## config.mk

```make
export PLATFORM = sky130hd
export DESIGN_NAME = v3_free_list_ctrl
export DESIGN_NICKNAME = d
export VERILOG_FILES = /design/src/rtl/v3_free_list_pkg.sv /design/src/rtl/v3_Mem1r1w.sv /design/src/rtl/v3_free_list_ctrl.sv
export SDC_FILE = /design/constraint.sdc
export NUM_CORES = 1
export LEC_CHECK = 0
export CAP_MARGIN = 20
export CORE_MARGIN = 1
export CORE_UTILIZATION = 40
export CTS_CLUSTER_DIAMETER = 120
export DETAILED_ROUTE_END_ITERATION = 12
export HOLD_SLACK_MARGIN = 0.15
export PLACE_DENSITY = 0.61
export SYNTH_ARGS = -nofsm -noshare
export SYNTH_HDL_FRONTEND = slang
export SYNTH_SLANG_ARGS = --single-unit
```

## constraint.sdc

```tcl
create_clock -name clk -period 2.24 [get_ports clk]
set_input_delay 0.336 -clock clk [delete_from_list [all_inputs] [get_ports clk]]
set_output_delay 0.336 -clock clk [all_outputs]
set_load 0.01 [all_outputs]
```

## src/rtl/v3_free_list_pkg.sv

```systemverilog
// Shared types and helpers for the tag free-list controller.
package v3_free_list_pkg;

    // Controller modes: normal allocate/return traffic, or re-seeding the list.
    typedef enum logic {
        READY  = 1'b0,
        REINIT = 1'b1
    } fl_state_e;

    // Advance a circular pointer, wrapping from num-1 back to 0. The pool size
    // need not be a power of two, so the wrap is an explicit compare.
    function automatic int ptr_inc(input int ptr, input int num);
        return (ptr == num - 1) ? 0 : ptr + 1;
    endfunction

endpackage

```

## src/rtl/v3_Mem1r1w.sv

```systemverilog
// One-read/one-write register-file memory. Combinational read, synchronous
// write; synchronous reset loads each entry with its own index.
module v3_Mem1r1w #(
    parameter int p_num_entries = 8,
    parameter int p_bit_width   = 8,
    parameter int p_addr_width  = $clog2(p_num_entries)
) (
    input  logic                    i_clk,
    input  logic                    i_reset,
    input  logic                    i_read_en,
    input  logic [p_addr_width-1:0] i_read_addr,
    output logic [p_bit_width-1:0]  o_read_data,
    input  logic                    i_write_en,
    input  logic [p_addr_width-1:0] i_write_addr,
    input  logic [p_bit_width-1:0]  i_write_data
);

    logic [p_bit_width-1:0] r_mem [p_num_entries];

    // Storage update: reset seeds the identity pattern, otherwise one write per cycle.
    always_ff @(posedge i_clk) begin
        if (i_reset) begin
            for (int i = 0; i < p_num_entries; i++) begin
                r_mem[i] <= p_bit_width'(i);
            end
        end else if (i_write_en) begin
            r_mem[i_write_addr] <= i_write_data;
        end
    end

    assign o_read_data = i_read_en ? r_mem[i_read_addr] : '0;

endmodule

```

## src/rtl/v3_free_list_ctrl.sv

```systemverilog
// Circular free list of tags (ROB slots / physical registers). Hands out the
// tag at the head and accepts returned tags at the tail, one of each per
// cycle. A flush walks the storage back to the identity order 0..N-1.
module v3_free_list_ctrl #(
    parameter int p_num_entries = 8,
    parameter int p_tag_width   = $clog2(p_num_entries),
    parameter int p_cnt_width   = $clog2(p_num_entries + 1)
) (
    input  logic                   clk,
    input  logic                   reset_n,
    input  logic                   flush,
    input  logic                   alloc_val,
    output logic                   alloc_rdy,
    output logic [p_tag_width-1:0] alloc_tag,
    input  logic                   free_val,
    output logic                   free_rdy,
    input  logic [p_tag_width-1:0] free_tag,
    output logic [p_cnt_width-1:0] free_count,
    output logic                   reinit_busy
);

    import v3_free_list_pkg::*;

    localparam logic [p_tag_width-1:0] LP_LAST = p_tag_width'(p_num_entries - 1);
    localparam logic [p_cnt_width-1:0] LP_FULL = p_cnt_width'(p_num_entries);

    fl_state_e              r_state;
    fl_state_e              w_state_nxt;
    logic [p_tag_width-1:0] r_head;
    logic [p_tag_width-1:0] r_tail;
    logic [p_tag_width-1:0] r_init_idx;
    logic [p_cnt_width-1:0] r_count;
    logic [p_tag_width-1:0] w_head_nxt;
    logic [p_tag_width-1:0] w_tail_nxt;
    logic [p_tag_width-1:0] w_init_idx_nxt;
    logic [p_cnt_width-1:0] w_count_nxt;

    logic                   w_ready;
    logic                   w_alloc_fire;
    logic                   w_free_fire;
    logic                   w_mem_we;
    logic [p_tag_width-1:0] w_mem_waddr;
    logic [p_tag_width-1:0] w_mem_wdata;
    logic [p_tag_width-1:0] w_mem_rdata;

    // Handshakes are closed during reset, re-init and the flush cycle itself;
    // there is no free->alloc bypass when the list is empty.
    assign w_ready      = (r_state == READY);
    assign alloc_rdy    = reset_n & w_ready & ~flush & (r_count != '0);
    assign free_rdy     = reset_n & w_ready & ~flush & (r_count != LP_FULL);
    assign reinit_busy  = reset_n & (r_state == REINIT);
    assign w_alloc_fire = alloc_val & alloc_rdy;
    assign w_free_fire  = free_val & free_rdy;
    assign alloc_tag    = w_mem_rdata;
    assign free_count   = r_count;

    // Write port: the init walk owns it during REINIT, the return path otherwise.
    always_comb begin
        w_mem_we    = 1'b0;
        w_mem_waddr = r_tail;
        w_mem_wdata = free_tag;
        if (r_state == REINIT) begin
            w_mem_we    = 1'b1;
            w_mem_waddr = r_init_idx;
            w_mem_wdata = r_init_idx;
        end else if (w_free_fire) begin
            w_mem_we    = 1'b1;
        end
    end

    v3_Mem1r1w #(
        .p_num_entries (p_num_entries),
        .p_bit_width   (p_tag_width)
    ) u_mem (
        .i_clk        (clk),
        .i_reset      (~reset_n),
        .i_read_en    (1'b1),
        .i_read_addr  (r_head),
        .o_read_data  (w_mem_rdata),
        .i_write_en   (w_mem_we),
        .i_write_addr (w_mem_waddr),
        .i_write_data (w_mem_wdata)
    );

    // Next-state logic for the mode FSM, pointers, count and init walk.
    always_comb begin
        w_state_nxt    = r_state;
        w_head_nxt     = r_head;
        w_tail_nxt     = r_tail;
        w_count_nxt    = r_count;
        w_init_idx_nxt = r_init_idx;
        unique case (r_state)
            READY: begin
                if (flush) begin
                    w_state_nxt    = REINIT;
                    w_init_idx_nxt = '0;
                end else begin
                    if (w_alloc_fire) begin
                        w_head_nxt = p_tag_width'(ptr_inc(int'(r_head), p_num_entries));
                    end
                    if (w_free_fire) begin
                        w_tail_nxt = p_tag_width'(ptr_inc(int'(r_tail), p_num_entries));
                    end
                    unique case ({w_alloc_fire, w_free_fire})
                        2'b10:   w_count_nxt = r_count - p_cnt_width'(1);
                        2'b01:   w_count_nxt = r_count + p_cnt_width'(1);
                        default: w_count_nxt = r_count;
                    endcase
                end
            end
            REINIT: begin
                if (flush) begin
                    // A flush during re-init restarts the walk from entry 0.
                    w_init_idx_nxt = '0;
                end else if (r_init_idx == LP_LAST) begin
                    w_state_nxt    = READY;
                    w_head_nxt     = '0;
                    w_tail_nxt     = '0;
                    w_count_nxt    = LP_FULL;
                    w_init_idx_nxt = '0;
                end else begin
                    w_init_idx_nxt = p_tag_width'(ptr_inc(int'(r_init_idx), p_num_entries));
                end
            end
            default: begin
                w_state_nxt = READY;
            end
        endcase
    end

    // State register with synchronous active-low reset to a full identity list.
    always_ff @(posedge clk) begin
        if (!reset_n) begin
            r_state    <= READY;
            r_head     <= '0;
            r_tail     <= '0;
            r_count    <= LP_FULL;
            r_init_idx <= '0;
        end else begin
            r_state    <= w_state_nxt;
            r_head     <= w_head_nxt;
            r_tail     <= w_tail_nxt;
            r_count    <= w_count_nxt;
            r_init_idx <= w_init_idx_nxt;
        end
    end

endmodule

```

== Yosys cells after proc, flatten, opt, wreduce, memory -nomap -nowiden ==
Memory sizes are Yosys's and may differ from the RTL's. A register that Yosys moved wholly into a read port is not among the register bits.
Index checks and enable logic that the tools add are counted.
Operators by class
  reduce and logical (&&, ||, !) cells: 5
  add/sub/neg operators: 5
  multiplexer cells: 37
  bitwise operators: 9
  equal/unequal tests: 14
Operators by type and width (number)
  $mux W3: 18
  $pmux W3 S2: 3
  $pmux W4 S2: 2
  $mux W4: 3
  $reduce_and A4 Y1: 3
  $mux W1: 10
  $add A3 B1 Y3 const B: 3
  $eq A3 B1 Y1 const B: 3
  $and A1 B1 Y1: 7
  $ne A2 B1 Y1 const B: 3
  $ne A2 B2 Y1 const B: 3
  $add A4 B1 Y4 const B: 1
  $ne A4 B4 Y1 const B: 1
  $reduce_bool A4 Y1: 1
  $sub A4 B1 Y4 const B: 1
  $eq A3 B3 Y1 const B: 1
  $ne A3 B1 Y1 const B: 1
  $reduce_or A3 Y1: 1
  $eq A2 B1 Y1 const B: 1
  $eq A2 B2 Y1 const B: 1
  $not A1 Y1: 2
  $pmux W1 S2: 1
Storage, ports and cells
  bits of input ports: 8
  register bits: 14
  memories: 1
  logic and storage cells: 76
  memory bits (writable): 24
Memory list
  u_mem.r_mem: depth 8, width 3, rd ports 1, clocked after memory_dff 1, write ports 8, RTL line v3_Mem1r1w.sv:18  | logic [p_bit_width-1:0] r_mem [p_num_entries];

== Logic depth before layout (Yosys ltp) ==
Gate-level depths: netlist of the first run.
  word-level depth: 12
  gate-level depth with buffers: 10
  depth with buffers taken out: 9

== Cells and area by module ==
A second synthesis of the first run with hierarchy kept.
Second synthesis, totals
  cell total of the unflattened synthesis: 203
  area, all modules: 2163.3 µm²
By module, submodules not included
  v3_Mem1r1w: instances 1, cells an instance 85, sequential area each 720.7 µm², area each 1188.6 µm²
  v3_free_list_ctrl: instances 1, cells an instance 118, sequential area each 280.3 µm², area each 974.7 µm²

== Least setup slack after synthesis of the first run ==
Ideal clock, no wire load.
  path type: reg-to-reg
  start point: reg r_count[0] (netlist: free_count[0])
  end point: reg r_count[3] (netlist: free_count[3])
  setup slack: -291 ps
  arrival time: 2436 ps
  cell stages (with the launch flop): 11
  data required time: 2145 ps
  path buffers: 1
  library setup time: 95 ps
  path through: dfxtp_1 buf_2 or3_1 nand2_1 nand2_1 or3_1 ha_1 a21oi_1 nand2_1 mux2_2 a221oi_1
Between the ends
  word-level cells in the longest chain between the ends: 7
RTL lines
  start: declaration: RTL line v3_free_list_ctrl.sv:32  | logic [p_cnt_width-1:0] r_count;
  start signal: assignment: RTL line v3_free_list_ctrl.sv:143  | r_count <= w_count_nxt;
  $ne A4 B4 Y1 / $reduce_bool A4 Y1 (equally long branches): RTL line v3_free_list_ctrl.sv:50, v3_free_list_ctrl.sv:49
  $and A1 B1 Y1 (on tied branches): RTL line v3_free_list_ctrl.sv:50, v3_free_list_ctrl.sv:49
  $and A1 B1 Y1 (on tied branches): RTL line v3_free_list_ctrl.sv:53, v3_free_list_ctrl.sv:52
  $eq A2 B1 Y1 / $eq A2 B2 Y1 (equally long branches): RTL line v3_free_list_ctrl.sv:104  | unique case ({w_alloc_fire, w_free_fire})
  $pmux W4 S2: RTL line v3_free_list_ctrl.sv:104
  $mux W4: RTL line v3_free_list_ctrl.sv:94  | if (flush) begin
  $pmux W4 S2: RTL line v3_free_list_ctrl.sv:92  | unique case (r_state)
Parallel ways exist; a longest one is shown, timed or not. The select of a mux whose other input is x is not followed.
A chain may end at the register's enable or synchronous reset.

== Worst setup path after layout of the first run ==
  start point: reg r_count[2] (netlist: free_count[2])
  end point: reg r_count[3] (netlist: free_count[3])
Same word-level chain as after synthesis.

==> flow_metrics.env, run 1 <==
export IMPL_placed_area_mm2=0.00272
export IMPL_violations="negative setup slack"
export IMPL_period_share=1.00
export IMPL_power_frac_comb=0.385
export IMPL_synth_nets=226
export IMPL_rsz0062_at_grt="yes"
export IMPL_initial_utilization=0.428
export IMPL_fp_coreArea_mm2=0.00527
export IMPL_hold_ws_ns=0.518
export IMPL_routed_wl_um=4550
export IMPL_path_clk_slew_ns=0.07
export IMPL_drt_iter0_drc=57
export IMPL_cp_max_fo=3
export IMPL_clock_latency_ns=0.29
export IMPL_drt_pass1_iter_count=4
export IMPL_finalNetCount=270
export IMPL_area_delta_synth_final_pct=28.5
export IMPL_syn_avg_cell_area_um2=10.8
export IMPL_rows=26
export IMPL_grt_start_max_net_pins=26
export IMPL_ctsHoldBuffers=0
export IMPL_cts_buffer_depth=2
export IMPL_clockRootBuffer="clkbuf_8"
export IMPL_drtAntennaViolNets=0
export IMPL_yosysSeqAreaShare=0.470
export IMPL_grt_pass1_wl_um=8070
export IMPL_cts_tree="built"
export IMPL_seq_power_share=0.371
export IMPL_ys_warn_count=0
export IMPL_portBuffers=17
export IMPL_grt_usage=0.174
export IMPL_outcome="complete, but fails checks"
export IMPL_cellPowerDensity_mw_per_mm2=811
export IMPL_synth_edf_count=24
export IMPL_fin_area_mm2=0.00290
export IMPL_p_sw_frac=0.298
export IMPL_worst_pin_slew_ns=0.657
export IMPL_die_w_um=77.1
export IMPL_die_h_um=77.1
export IMPL_worstHoldPathType="reg2reg"
export IMPL_synthArstFlopShare=0
export IMPL_numCtsBuffers=5
export IMPL_antenna_found_initial=0
export IMPL_dp_slack_ns=-0.421
export IMPL_clock_sinks=41
export IMPL_gp_congestion=0.774
export IMPL_dieArea_mm2=0.00595
export IMPL_required_ns=2.44
export IMPL_final_max_slew_viol_count=0
export IMPL_netlist_area_mm2=0.00226
export IMPL_vdd_drop_max_mv=0.564
export IMPL_dp_hpwl_um=3410
export IMPL_routed_via_density=5.22
export IMPL_max_freq_ghz=0.444
export IMPL_max_slew_margin=0.556
export IMPL_htreeDepth=2
export IMPL_ios=18
export IMPL_max_cap_viol_count=0
export IMPL_critPathArrivalTime_ns=2.45
export IMPL_fin_worst_skew_ns=0.00604
export IMPL_overflow=0
export IMPL_worst_setup_path_start_kind="register"
export IMPL_yosys_cell_types_count=52
export IMPL_grt_pass1_vias=1692
export IMPL_vias=1690
export IMPL_diodes=0
export IMPL_layout_drive_gt1_share=0.268
export IMPL_netlist_instances=209
export IMPL_synth_main_ff_cell="edfxtp_1"
export IMPL_final_hold_viol_count=0
export IMPL_clock_power_share=0.244
export IMPL_internal_power_mw=1.65
export IMPL_drc=0
export IMPL_p_sw_mw=0.701
export IMPL_tns_ns=-0.0107
export IMPL_post_drt_wl_per_cell_um=14.0
export IMPL_leakage_nw=1.07
export IMPL_critPathKind="reg2reg"
export IMPL_ys_ff_latch=41
export IMPL_end_kind="register"
export IMPL_fin_crit_ns=2.25
export IMPL_final_setup_viol_count=1
export IMPL_fin_ws_ns=-0.0107
-- power groups by stage --
stage	Sequential (mW)	Clock, mW	Combinational, mW
global route	0.881	0.614	0.994
finish	0.873	0.573	0.905
CTS	0.873	0.595	0.905
detailed placement	0.889	0	0.824
global placement	0.888	0	0.814
floorplan	0.919	0	0.480
-- area by class of cell --
cell class | count | area [µm²]
inverters | 9 | 33.8
well taps | 70 | 87.6
clock buffers | 6 | 72.6
fillers | 481 | 2370
clock inverters | 2 | 35.0
flip-flops and latches | 41 | 1060
repair buffers | 47 | 405
multi-input cells | 149 | 1200
-- worst paths after layout --
path | slack, ns | startpoint | depth (start not counted) | end
worst min register to register | 0.52 | r_tail[2]$_SDFFE_PN0P_ | 2 | r_tail[2]$_SDFFE_PN0P_
worst min-delay path | 0.52 | r_tail[2]$_SDFFE_PN0P_ | 2 | r_tail[2]$_SDFFE_PN0P_
worst max register to register | -0.01 | free_count[2]$_SDFFE_PN0P_ | 9 | free_count[3]$_SDFFE_PN1P_
worst max-delay path | -0.01 | free_count[2]$_SDFFE_PN0P_ | 9 | free_count[3]$_SDFFE_PN1P_
-- per-layer routing --
layer	global-route usage	share of wire	vias to the layer above
met5	0	0	-
met4	0.0623	0.011	0
met3	0.0250	0.028	4
met2	0.299	0.49	29
met1	0.220	0.47	796
li1	-	-	861
-- cells in the final DEF, fill, tap and decap left out, drive strengths merged, types with 5 or more instances in the layout --
| cell | instances |
|---|---|
| nand3 | 5 |
| buf | 30 |
| a21boi | 5 |
| or3b | 5 |
| clkbuf | 6 |
| dlygate4sd2 | 5 |
| nand2 | 29 |
| inv | 9 |
| nor2 | 22 |
| nand2b | 6 |
| edfxtp | 24 |
| clkdlybuf4s50 | 12 |
| ha | 8 |
| dfxtp | 17 |
| mux4 | 6 |
| mux2i | 6 |
-- critical path: stages, from the launching register on --
cell	delay, ns
dfxtp_2	0.32
or3_4	0.39
nand2_2	0.07
nand2_2	0.05
or3_4	0.36
ha_4	0.28
a21oi_4	0.14
nand2_2	0.06
mux2_4	0.30
a221oi_2	0.20
-- synthesized netlist by cell type (2+ instances only) --
| cell type | instances | share of area |
|---|---|---|
| nand2_1 | 29 | 0.048 |
| edfxtp_1 | 24 | 0.32 |
| nor2_1 | 22 | 0.037 |
| dfxtp_1 | 17 | 0.15 |
| ha_1 | 8 | 0.044 |
| inv_1 | 7 | 0.012 |
| mux2i_1 | 6 | 0.027 |
| mux4_2 | 6 | 0.060 |
| nand2b_1 | 6 | 0.017 |
| a21boi_1 | 5 | 0.017 |
| clkbuf_1 | 5 | 0.0083 |
| nand3_1 | 5 | 0.011 |
| or3b_1 | 5 | 0.019 |
| buf_2 | 4 | 0.0089 |
| mux2_2 | 4 | 0.020 |
| nor3_1 | 4 | 0.0089 |
| or3_1 | 4 | 0.011 |
| a21oi_1 | 3 | 0.0066 |
| nor2b_1 | 3 | 0.0083 |
| nor3b_1 | 3 | 0.010 |
| a32o_1 | 2 | 0.0089 |
| inv_2 | 2 | 0.0033 |
| nand3b_1 | 2 | 0.0066 |
| o21a_1 | 2 | 0.0066 |
| o22ai_1 | 2 | 0.0055 |
| o41ai_2 | 2 | 0.014 |
| or2_1 | 2 | 0.0055 |
-- registers in the layout, indices dropped and copies added, names as in the netlist, named ones only --
signal / cells
u_mem.r_mem: 24
free_count: 4
r_head: 3
r_init_idx: 3
r_tail: 3
r_state: 1
-- through the flow --
| step | cells | total power [mW] | util |
|---|---|---|---|
| final | 324 | 2.35 | 0.550 |
| after global routing | 324 | 2.49 | 0.550 |
| after floorplan | 209 | 1.40 | - |
| after CTS | 324 | 2.37 | 0.548 |
| after detailed placement | 315 | 1.71 | 0.517 |
| after global placement | 315 | 1.70 | 0.517 |
-- cells by family after synthesis --
logic type | share of synthesized area
AO/OA/AOI/OAI | 0.120
XOR/XNOR | 0.00388
adder cells (fa/ha/maj) | 0.0532
buffers and inverters | 0.0371
flip-flops | 0.470
multiplexers | 0.106
AND/OR/NAND/NOR | 0.210
-- timing repair --
| action | CTS | global route |
|---|---|---|
| pin swaps | 8 | 2 |
| gates resized for setup | 16 | 2 |
| setup buffers | 1 | 0 |
| setup endpoints to repair | 6 | 2 |
(Power assumes the default switching activity.)
==> run 2: changes to the inputs <==
--- a/config.mk
+++ b/config.mk
@@ -11,6 +11,7 @@
 export CTS_CLUSTER_DIAMETER = 120
 export DETAILED_ROUTE_END_ITERATION = 12
 export HOLD_SLACK_MARGIN = 0.15
+export MAX_ROUTING_LAYER = met4
 export PLACE_DENSITY = 0.61
 export SYNTH_ARGS = -nofsm -noshare
 export SYNTH_HDL_FRONTEND = slang
==> flow_metrics.env, run 2 (synthesis gave the netlist of run 1 again) <==
export IMPL_outcome="complete, but fails checks"
export IMPL_violations="negative setup slack"
export IMPL_die_h_um=77.1
export IMPL_worstHoldPathType="reg2reg"
export IMPL_largest_reg_flops=24
export IMPL_max_slew_margin=0.551
export IMPL_fp_coreArea_mm2=0.00527
export IMPL_rr_endpoint="free_count[3]$_SDFFE_PN1P_"
export IMPL_rows=26
export IMPL_rsz0062_at_grt="yes"
export IMPL_fin_worst_skew_ns=0.00537
export IMPL_end_kind="register"
export IMPL_layout_commonest_cell="buf_4"
export IMPL_grt_start_max_net_pins=26
export IMPL_hold_path_end="r_tail[2]$_SDFFE_PN0P_"
export IMPL_clock_latency_ns=0.29
export IMPL_placed_area_mm2=0.00272
export IMPL_grt_pass1_vias=1690
export IMPL_max_cap_viol_count=0
export IMPL_top_register="u_mem.r_mem"
export IMPL_clockRootBuffer="clkbuf_8"
export IMPL_antenna_found_initial=0
export IMPL_vias=1702
export IMPL_final_hold_viol_count=0
export IMPL_layout_drive_gt1_share=0.268
export IMPL_dieArea_mm2=0.00595
export IMPL_htreeDepth=2
export IMPL_worst_setup_path_start_kind="register"
export IMPL_cts_buffer_depth=2
export IMPL_cellPowerDensity_mw_per_mm2=811
export IMPL_drc=0
export IMPL_area_delta_synth_final_pct=28.5
export IMPL_critPathArrivalTime_ns=2.46
export IMPL_r2r_cells=9
export IMPL_fin_ws_ns=-0.0149
export IMPL_r2r_start="free_count[2]$_SDFFE_PN0P_"
export IMPL_final_max_slew_viol_count=0
export IMPL_fin_crit_ns=2.25
export IMPL_vdd_drop_max_mv=0.565
export IMPL_drt_iter0_drc=48
export IMPL_required_ns=2.44
export IMPL_finalNetCount=270
export IMPL_clock_sinks=41
export IMPL_fin_area_mm2=0.00290
export IMPL_routed_via_density=5.25
export IMPL_portBuffers=17
export IMPL_drtAntennaViolNets=0
export IMPL_initial_utilization=0.428
export IMPL_final_util=0.550
export IMPL_leakage_nw=1.07
export IMPL_dp_hpwl_um=3410
export IMPL_cp_max_fo=3
export IMPL_post_drt_wl_per_cell_um=14.1
export IMPL_final_setup_viol_count=1
export IMPL_grt_usage=0.179
export IMPL_path_clk_slew_ns=0.07
export IMPL_drt_pass1_iter_count=4
export IMPL_die_w_um=77.1
export IMPL_ios=18
export IMPL_numCtsBuffers=5
export IMPL_worst_pin_slew_ns=0.665
export IMPL_period_share=1.01
export IMPL_min_from="r_tail[2]$_SDFFE_PN0P_"
export IMPL_max_freq_ghz=0.443
export IMPL_routed_wl_um=4580
export IMPL_grt_pass1_wl_um=8070
export IMPL_layout_common_cells="buf_4, nand2_1, edfxtp_1"
export IMPL_overflow=0
export IMPL_critPathKind="reg2reg"
export IMPL_ff2ff_setup_slack_ns=-0.01
export IMPL_cts_tree="built"
export IMPL_gp_congestion=0.784
export IMPL_worstHoldPathCells=2
export IMPL_diodes=0
## run 2: power breakdown
| part | switching (mW) | internal (mW) | leakage (nW) |
|---|---|---|---|
| Clock | 0.242 | 0.331 | 0.0552 |
| Sequential | 0.0260 | 0.847 | 0.345 |
| Combinational | 0.434 | 0.472 | 0.674 |
| Total | 0.702 | 1.65 | 1.07 |
## run 2: area by class of cell
class | count | area, µm²
Fill cell | 481 | 2370
Multi-Input combinational cell | 149 | 1200
Sequential cell | 41 | 1060
Timing Repair Buffer | 47 | 405
Tap cell | 70 | 87.6
Clock buffer | 6 | 72.6
Clock inverter | 2 | 35.0
Inverter | 9 | 33.8
## run 2: metal layers
| metal | GRT usage | part of all wire | vias to the layer above |
|---|---|---|---|
| met3 | 0.0250 | 0.021 | 4 |
| li1 | - | - | 863 |
| met2 | 0.299 | 0.49 | 23 |
| met4 | 0.0623 | 0.011 | 0 |
| met1 | 0.220 | 0.48 | 812 |
| met5 | - | 0 | - |
## run 2: through the flow
step                      power [mW]  TNS (ns)  hold slack, ns  instances  worst slack (ns)
final                           2.35   -0.0149           0.515        324           -0.0149
after CTS                       2.37   -0.0554           0.516        324           -0.0554
after floorplan                 1.40    -0.151           0.471        209            -0.151
after detailed placement        1.71     -2.18           0.501        315            -0.421
after global placement          1.70     -1.92           0.498        315            -0.372
after global routing            2.49   -0.0882           0.576        324           -0.0882
## run 2: how the worst max path moves through the flow
| stage | startpoint | end | slack (ns) | cells past startpoint |
|---|---|---|---|---|
| after CTS | free_count[2]$_SDFFE_PN0P_ | free_count[3]$_SDFFE_PN1P_ | -0.06 | 9 |
| after detailed placement | reset_n | free_count[3]$_SDFFE_PN1P_ | -0.42 | 9 |
| after global routing | free_count[2]$_SDFFE_PN0P_ | free_count[3]$_SDFFE_PN1P_ | -0.09 | 9 |
| after global placement | reset_n | free_count[3]$_SDFFE_PN1P_ | -0.37 | 9 |
| final | free_count[2]$_SDFFE_PN0P_ | free_count[3]$_SDFFE_PN1P_ | -0.01 | 9 |
| after floorplan | free_count[0]$_SDFFE_PN0P_ | free_count[3]$_SDFFE_PN1P_ | -0.15 | 10 |
## run 2: worst max-delay path, stage by stage, from the launching register on
cell      delay, ns
dfxtp_2        0.32
or3_4          0.39
nand2_2        0.07
nand2_2        0.05
or3_4          0.36
ha_4           0.28
a21oi_4        0.14
nand2_2        0.07
mux2_4         0.30
a221oi_2       0.20
## run 2: timing repair
item / in CTS / in global routing
pin swaps: 8 / 2
hold buffers: 0 / 0
endpoints found under the setup margin: 6 / 2
resized for setup: 16 / 2
setup buffers: 1 / 0
